**src/rtl/imm_ext_pkg.sv**
```systemverilog
// Shared types for the pipelined immediate-extension stage.
package imm_ext_pkg;

  // Extension mode carried alongside each immediate.
  typedef enum logic [1:0] {
    SIGN    = 2'b00,
    ZERO    = 2'b01,
    UPPER   = 2'b10,
    ILLEGAL = 2'b11
  } ext_mode_t;

  // Occupancy of the two-entry output/skid buffer.
  typedef enum logic [1:0] {
    EMPTY = 2'b00,
    HALF  = 2'b01,
    FULL  = 2'b10
  } skid_state_t;

  // Default widths for the MIPS datapath instance.
  localparam int DEF_IN_W  = 16;
  localparam int DEF_OUT_W = 32;
  localparam int DEF_CNT_W = 16;

endpackage : imm_ext_pkg

```
**src/rtl/imm_ext_core.sv**
```systemverilog
// Combinational immediate extender: (data, mode) -> (extended data, err).
module imm_ext_core
  import imm_ext_pkg::*;
#(
  parameter int IN_W  = DEF_IN_W,
  parameter int OUT_W = DEF_OUT_W
) (
  input  logic [IN_W-1:0]  i_data,
  input  ext_mode_t        i_mode,
  output logic [OUT_W-1:0] o_data,
  output logic             o_err
);

  localparam int PAD = OUT_W - IN_W;

  logic [OUT_W-1:0] w_zext;
  logic [OUT_W-1:0] w_sext;
  logic [OUT_W-1:0] w_upper;

  // Size casts handle IN_W == OUT_W without a zero-width replication.
  assign w_zext  = OUT_W'(i_data);
  assign w_sext  = OUT_W'($signed(i_data));
  assign w_upper = w_zext << PAD;

  // Select the extension; any unknown encoding is reported as an error beat.
  always_comb begin
    o_data = '0;
    o_err  = 1'b0;
    case (i_mode)
      SIGN:    o_data = w_sext;
      ZERO:    o_data = w_zext;
      UPPER:   o_data = w_upper;
      ILLEGAL: begin
        o_data = '0;
        o_err  = 1'b1;
      end
      default: begin
        o_data = '0;
        o_err  = 1'b1;
      end
    endcase
  end

endmodule : imm_ext_core

```
**src/rtl/imm_ext_pipe.sv**
```systemverilog
// Pipelined immediate-extension stage with a two-entry skid buffer and
// an output-transfer counter. in_ready depends only on registered state.
module imm_ext_pipe
  import imm_ext_pkg::*;
#(
  parameter int IN_W  = DEF_IN_W,
  parameter int OUT_W = DEF_OUT_W,
  parameter int CNT_W = DEF_CNT_W
) (
  input  logic             clk,
  input  logic             reset,
  input  logic             in_valid,
  output logic             in_ready,
  input  logic [IN_W-1:0]  in_data,
  input  ext_mode_t        in_mode,
  output logic             out_valid,
  input  logic             out_ready,
  output logic [OUT_W-1:0] out_data,
  output logic             out_err,
  output logic [CNT_W-1:0] xfer_count
);

  // One stored beat: extended data plus its error flag.
  typedef struct packed {
    logic [OUT_W-1:0] data;
    logic             err;
  } entry_t;

  skid_state_t      r_state;
  entry_t           r_out;
  entry_t           r_skid;
  logic             r_in_ready;
  logic             r_out_valid;
  logic [CNT_W-1:0] r_count;

  logic [OUT_W-1:0] w_ext_data;
  logic             w_ext_err;
  entry_t           w_new;
  logic             w_in_fire;
  logic             w_out_fire;

  imm_ext_core #(
    .IN_W  (IN_W),
    .OUT_W (OUT_W)
  ) u_core (
    .i_data (in_data),
    .i_mode (in_mode),
    .o_data (w_ext_data),
    .o_err  (w_ext_err)
  );

  assign w_new      = '{data: w_ext_data, err: w_ext_err};
  assign w_in_fire  = in_valid & r_in_ready;
  assign w_out_fire = r_out_valid & out_ready;

  assign in_ready   = r_in_ready;
  assign out_valid  = r_out_valid;
  assign out_data   = r_out.data;
  assign out_err    = r_out.err;
  assign xfer_count = r_count;

  // Skid FSM, entry registers, registered handshake flags and transfer counter.
  always_ff @(posedge clk or posedge reset) begin
    if (reset) begin
      r_state     <= EMPTY;
      r_out       <= '0;
      r_skid      <= '0;
      r_in_ready  <= 1'b1;
      r_out_valid <= 1'b0;
      r_count     <= '0;
    end else begin
      if (w_out_fire) begin
        r_count <= r_count + CNT_W'(1);
      end
      case (r_state)
        EMPTY: begin
          if (w_in_fire) begin
            r_out       <= w_new;
            r_state     <= HALF;
            r_out_valid <= 1'b1;
          end
        end
        HALF: begin
          if (w_in_fire && w_out_fire) begin
            // Pass-through: the new beat replaces the departing one directly.
            r_out <= w_new;
          end else if (w_in_fire) begin
            r_skid     <= w_new;
            r_state    <= FULL;
            r_in_ready <= 1'b0;
          end else if (w_out_fire) begin
            r_state     <= EMPTY;
            r_out_valid <= 1'b0;
          end
        end
        FULL: begin
          if (w_out_fire) begin
            r_out      <= r_skid;
            r_state    <= HALF;
            r_in_ready <= 1'b1;
          end
        end
        default: begin
          r_state     <= EMPTY;
          r_in_ready  <= 1'b1;
          r_out_valid <= 1'b0;
        end
      endcase
    end
  end

endmodule : imm_ext_pipe
```
**config.mk**
```make
export PLATFORM = sky130hd
export DESIGN_NAME = imm_ext_pipe
export DESIGN_NICKNAME = d
export VERILOG_FILES = /design/src/rtl/imm_ext_pkg.sv /design/src/rtl/imm_ext_core.sv /design/src/rtl/imm_ext_pipe.sv
export SDC_FILE = /design/constraint.sdc
export NUM_CORES = 1
export LEC_CHECK = 0
export ABC_AREA = 1
export BUFFER_PORTS_ARGS = -buffer_cell sky130_fd_sc_hd__buf_2
export CAP_MARGIN = 10
export CORE_MARGIN = 3
export CORE_UTILIZATION = 51
export CTS_BUF_LIST = sky130_fd_sc_hd__clkbuf_8
export DETAILED_ROUTE_END_ITERATION = 6
export GPL_TIMING_DRIVEN = 0
export PLACE_DENSITY = 0.74
export SLEW_MARGIN = 20
export SYNTH_ARGS = -nofsm -noshare
export SYNTH_HDL_FRONTEND = slang
export SYNTH_HIERARCHICAL = 1
export SYNTH_SLANG_ARGS = --single-unit
```
**constraint.sdc**
```tcl
create_clock -name clk -period 8.5 [get_ports clk]
set_clock_uncertainty 0.2 [all_clocks]
set_input_delay 1.7 -clock clk [delete_from_list [all_inputs] [get_ports clk]]
set_output_delay 1.7 -clock clk [all_outputs]
set_load 0.005 [all_outputs]
```
==> metrics, run 1 <==
outcome=completed; Post-Syn Instances=about 550; Layout Cells excl Fill=742; Routed Antenna Nets=0; Routed WL=between 9000 and 10000 µm; Buf/Inv on CP=1; Synth Register Bits=between 80 and 90; Cells after DPL=between 700 and 800; Syn Area/Cell=7.75 µm²; initial antenna violation count=0; most frequent cells in the layout=nand2_1, dfrtp_1, buf_2; total CTS buffers=9; CP arrival=1000 ps; Worst setup SP type=register; share of the synthesized area in the top cell type=around half; vias in the first global route=~3.6k; WP depth=1; worst slew pin tran=520 ps; CP Data Required Time=between 6000 and 7000 ps; Netlist cell types=27; WL per Instance=13.0 µm; maximum VDD drop=around 0.000071 V; H-tree levels=3; relative slew slack=between 60% and 70%; Worst setup startpoint=in_ready$_DFFE_PP1P_; Setup WS post-layout=5600 ps; final worst-path cycle share=about 34%; number of fill cells=approximately 750; Rows=32; RePlAce Congestion=0.877; FF-to-FF End=r_skid[15]$_DFFE_PP0P_; Hold Vio Cnt, Final=0; largest net degree at the start of global routing=48; IO Count=73; max_cap viols=0; CTS Sinks=86; # setup viols final=0; area leader, netlist=dfrtp_1; hold_buf cts=0; GRT Overall Usage=a little over a fifth; Post-CTS Resized=0; r2r worst-path depth=7; initial drt markers=about 280; footprint of the multi-input gates=about 1700 µm²; vias per cell=slightly above 5; clk slew on worst S/H paths=80 ps; ant diodes=0; reg2reg start=in_ready$_DFFE_PP1P_; top cell family by delay on the critical path=flip-flops; crit path capture=in_ready; most area-consuming cells after synthesis=dfrtp_1, nand2_1, inv_1; Synth Cell Area=between 4000 and 5000 µm²; Port-buffer cells=between 70 and 80; R2R Setup Slk=around 6700 ps; HP Class=reg -> reg; commonest non-fill, non-tap cell in the layout=nand2_1; worst skew pair latency=between 300 and 400 ps; part of the Yosys area used for sequential elements=roughly half; layout cells sized above 1=19.4%; CP peak stage delay=between 500 and 600 ps; Final Power=roughly 0.00072 W; Final nets=658; Max Clk Rate=0.345 GHz; die height=around 98 µm; dpl hpwl=7150 µm; crit path cell chain=buf_2; yosys warns=6; CP Capture Type=primary output; Layout area overhead=16.3%; post-CTS setup buffers=0; Root Driver=clkbuf_8; setup TNS=0 ps; CP max stage cell=dfstp_2; Worst Path Max Fanout=3; critical path class=reg -> out; Post-Syn Nets=about 580; global-route wire length before repair=between 15000 and 20000 µm; P_leak=~2.7 nW; Die ar.=9530 µm²; Vias=roughly 3.7k; core area=a little under 8000 µm²; Final Slew Violations=0; Pwr Density=around 140 nW/µm²; post-place setup slack=5330 ps; RSZ-0062 raised after global routing=false; Die Width=a little under 100 µm; TritonCTS clock tree=yes; Reg area=2150 µm²; 1st-pass router iterations=5; fin crit period=a little under 3000 ps; DRC violations left=0; GR Overflow Total=0; initial core utilization=a little over half; Max clock buf depth=2
[cell usage after synthesis, drive strengths merged]
master	count
nand2	190
dfrtp	85
inv	69
nor2	66
o21ai	35
a21oi	34
nand3	29
buf	19
xor2	8
clkbuf	7
xnor2	4
nand4	2
dfstp	1
ha	1
nor3	1
o21bai	1
[worst min path at each step]
stage	cells after the start	to	slack, ps	startpoint
2_1_floorplan	2	r_skid[14]$_DFFE_PP0P_	250	r_skid[14]$_DFFE_PP0P_
4_1_cts	2	out_data[28]$_DFFE_PP0P_	280	out_data[28]$_DFFE_PP0P_
3_3_place_gp	2	out_data[0]$_DFFE_PP0P_	250	out_data[0]$_DFFE_PP0P_
3_5_place_dp	2	out_data[28]$_DFFE_PP0P_	250	out_data[28]$_DFFE_PP0P_
5_1_grt	2	out_data[28]$_DFFE_PP0P_	300	out_data[28]$_DFFE_PP0P_
6_report	2	out_data[28]$_DFFE_PP0P_	270	out_data[28]$_DFFE_PP0P_
[routing by layer]
layer / vias to the layer above / track usage, % / wire, µm
met5: - / 0 / 0
met4: 0 / 7.14 / 140
met3: 11 / 3.95 / 475
met2: 103 / 33.7 / 4490
met1: 1774 / 30.5 / 4510
li1: 1858 / - / -
[final cells by class]
cell class / instances / area share (%)
buffer: 26 / 4.15
clock buffer: 10 / 2.77
clock inverter: 6 / 0.905
inverter: 69 / 5.26
multi-input combinational: 371 / 33.4
sequential: 86 / 43.3
tap: 102 / 2.57
timing repair buffer: 72 / 7.70
[cells by family after synthesis]
kind of cell               count (synthesis)  share of synthesized area [%]
buffers and inverters                     95                           10.9
AOI/OAI and AO/OA                         70                           8.51
adders and majority gates                  1                          0.292
DFF                                       86                           50.3
xor gates and xnor gates                  12                           2.46
and+or+nand+nor                          288                           27.5
[flip-flops by register name (all words and copies together), names as in the netlist]
signal,count
in_ready,1
out_data,32
out_err,1
out_valid,1
r_skid,33
r_state,2
xfer_count,16
[worst min-delay path: stages, from the launching register on]
cell	delay (ps)
dfrtp_1	340
nand2_1	50
nand2_1	50
[power breakdown]
part	internal, W	switching (W)
Clock	0.000115	0.000150
Sequential	0.000409	0
Combinational	0.0000142	0.0000287
[through the flow]
stage / cell area [µm²] / hold WS, ps / utilization, %
2_1_floorplan: 4280 / 254 / -
3_3_place_gp: 4760 / 252 / 60.1
5_1_grt: 4970 / 297 / 62.8
6_report: 4970 / 270 / 62.8
4_1_cts: 4970 / 275 / 62.8
3_5_place_dp: 4790 / 254 / 60.4
(Power assumes the default switching activity.)
==> run 2, diff against run 1 <==
- clock period: 8.5 -> 3 ns (I/O delays scaled with it)
==> metrics, run 2 (same netlist as run 1, synthesis figures left out) <==
Root Driver=clkbuf_8; sw power=0.000529 W (+200%); Setup WS post-layout=1150 ps (-4450 ps); Vias=3706 (-1.1%); Max Clk Rate=roughly 0.54 GHz; hold_buf cts=0 (unchanged); total CTS buffers=9 (unchanged); largest reg by FF count=r_skid; Int Pwr=0.00160 W (+200%); H-tree levels=3 (unchanged); sequential share of power=54.5% (-2.5 points); dpl hpwl=7240 µm (+1.2%); clk slew on worst S/H paths=100 ps (+20 ps); vias in the first global route=3662 (+1.7%); RSZ-0062 raised after global routing=false; # setup viols final=0 (unchanged); CP arrival=1880 ps (+880 ps); setup TNS=0 ps (unchanged); initial core utilization=54.0% (unchanged); Clock power frac=39.7% (+2.7 points); CP Data Required Time=3030 ps (-3570 ps); Final Slew Violations=0 (unchanged); relative slew slack=60.7% (-4.7 points); Max clock buf depth=2 (unchanged); Post-CTS Resized=0 (unchanged); Worst setup SP type=register; fin crit period=approximately 1900 ps; Hold Vio Cnt, Final=0 (unchanged); GR Overflow Total=0 (unchanged); outcome=completed; worst slew pin tran=589 ps (+68.7 ps); Pwr Density=424 nW/µm² (+190%); ant diodes=0 (unchanged); critical path class=reg -> reg; Routed WL=9550 µm (-0.68%); Die Width=97.6 µm (unchanged); combinational share of power=5.8% (-0.2 points); initial antenna violation count=0 (unchanged); IO Count=73 (unchanged); 1st-pass router iterations=4 (-1); most frequent cells in the layout=nand2_1, dfrtp_1, buf_2; GRT Overall Usage=21.5% (-0.16 points); post-place setup slack=939 ps (-4390 ps); final worst-path cycle share=61.7%; Routed Antenna Nets=0 (unchanged); post-CTS setup buffers=0 (unchanged); HP Class=in -> async; WL per Instance=12.9 µm (-0.81%); max reg flops=33 (unchanged); vias per cell=4.99 (-1.2%); core area=7930 µm² (unchanged); RePlAce Congestion=0.863 (-1.6%); switching part of the total power=24.9% (-0.099 points); Port-buffer cells=71 (unchanged); Rows=32 (unchanged); commonest non-fill, non-tap cell in the layout=nand2_1; max_cap viols=0 (unchanged); global-route wire length before repair=16900 µm (about the same); Layout area overhead=17.1%; Worst Path Max Fanout=10 (+7); DRC violations left=0 (unchanged); maximum VDD drop=0.000236 V (+230%); Final nets=659 (+0.15%); CP Capture Type=register; TritonCTS clock tree=yes; Die ar.=9530 µm² (unchanged); initial drt markers=262 (-5.1%); number of fill cells=733 (-2.7%); die height=97.6 µm (unchanged); layout cells sized above 1=19.5% (+0.13 points); worst skew pair latency=350 ps (about the same); P_leak=2.74 nW (+0.55%); largest net degree at the start of global routing=35 (-27%); CTS Sinks=86 (unchanged)
run 2: cell types whose count changed in the layout (fill, tap and decap cells not counted):
cell | previous run | this run
clkinv_4 | 1 | 2
inv_8 | 0 | 1
buf_12 | 0 | 2
clkinv_2 | 1 | 0
bufinv_16 | 0 | 1
inv_4 | 1 | 0
clkbuf_8 | 13 | 12
buf_16 | 1 | 0
run 2: area by class of cell:
cell class / count / area, µm² / share of cell area [%]
sequential: 86 / 2150 / 43.0
multi-input combinational: 371 / 1660 / 33.1
timing repair buffer: 73 / 395 / 7.89
inverter: 69 / 263 / 5.24
buffer: 26 / 206 / 4.12
tap: 102 / 128 / 2.55
clock buffer: 9 / 124 / 2.47
clock inverter: 7 / 82.6 / 1.65
run 2: worst paths after layout:
kind	startpoint	end	slack, ps	cells after the start
hold reg to reg	out_data[0]$_DFFE_PP0P_	out_data[0]$_DFFE_PP0P_	270	2
hold / removal	reset	out_data[14]$_DFFE_PP0P_	100	2
min in group clk	out_data[0]$_DFFE_PP0P_	out_data[0]$_DFFE_PP0P_	270	2
setup / recovery	in_ready$_DFFE_PP1P_	r_skid[14]$_DFFE_PP0P_	1150	7
setup reg to reg	in_ready$_DFFE_PP1P_	r_skid[14]$_DFFE_PP0P_	1150	7
max in group asynchronous	reset	in_ready$_DFFE_PP1P_	1910	3
run 2: worst max-delay path: stages, from the launching register on:
cell and delay (ps):
dfstp_2 540, nand2_1 100, inv_1 150, nand3_2 150
buf_2 230, buf_2 210, nand2_1 70, o21ai_0 70
run 2: routing by layer:
metal	part of all wire, %	up-vias	GRT usage, %
met4	0.80	0	4.90
met3	5.4	8	4.52
met5	0	-	0
li1	-	1853	-
met1	47	1753	29.8
met2	47	92	34.7
run 2: power by group through the flow:
stage	registers, W	logic, W	clock network [W]
2_1_floorplan	0.00118	0.0000768	0
3_3_place_gp	0.00118	0.000117	0
3_5_place_dp	0.00118	0.000124	0
4_1_cts	0.00116	0.000124	0.000854
5_1_grt	0.00116	0.000141	0.000915
6_report	0.00116	0.000124	0.000843
run 2: metrics by stage:
step / cells / util [%] / hold slack (ps) / area (µm²) / total power [W]
after floorplan: 552 / - / 254 / 4280 / 0.00126
after global placement: 725 / 60.1 / 251 / 4770 / 0.00130
after detailed placement: 727 / 60.6 / 254 / 4810 / 0.00131
after CTS: 743 / 63.2 / 112 / 5010 / 0.00214
after global routing: 743 / 63.2 / 130 / 5010 / 0.00222
final: 743 / 63.2 / 96.3 / 5010 / 0.00212
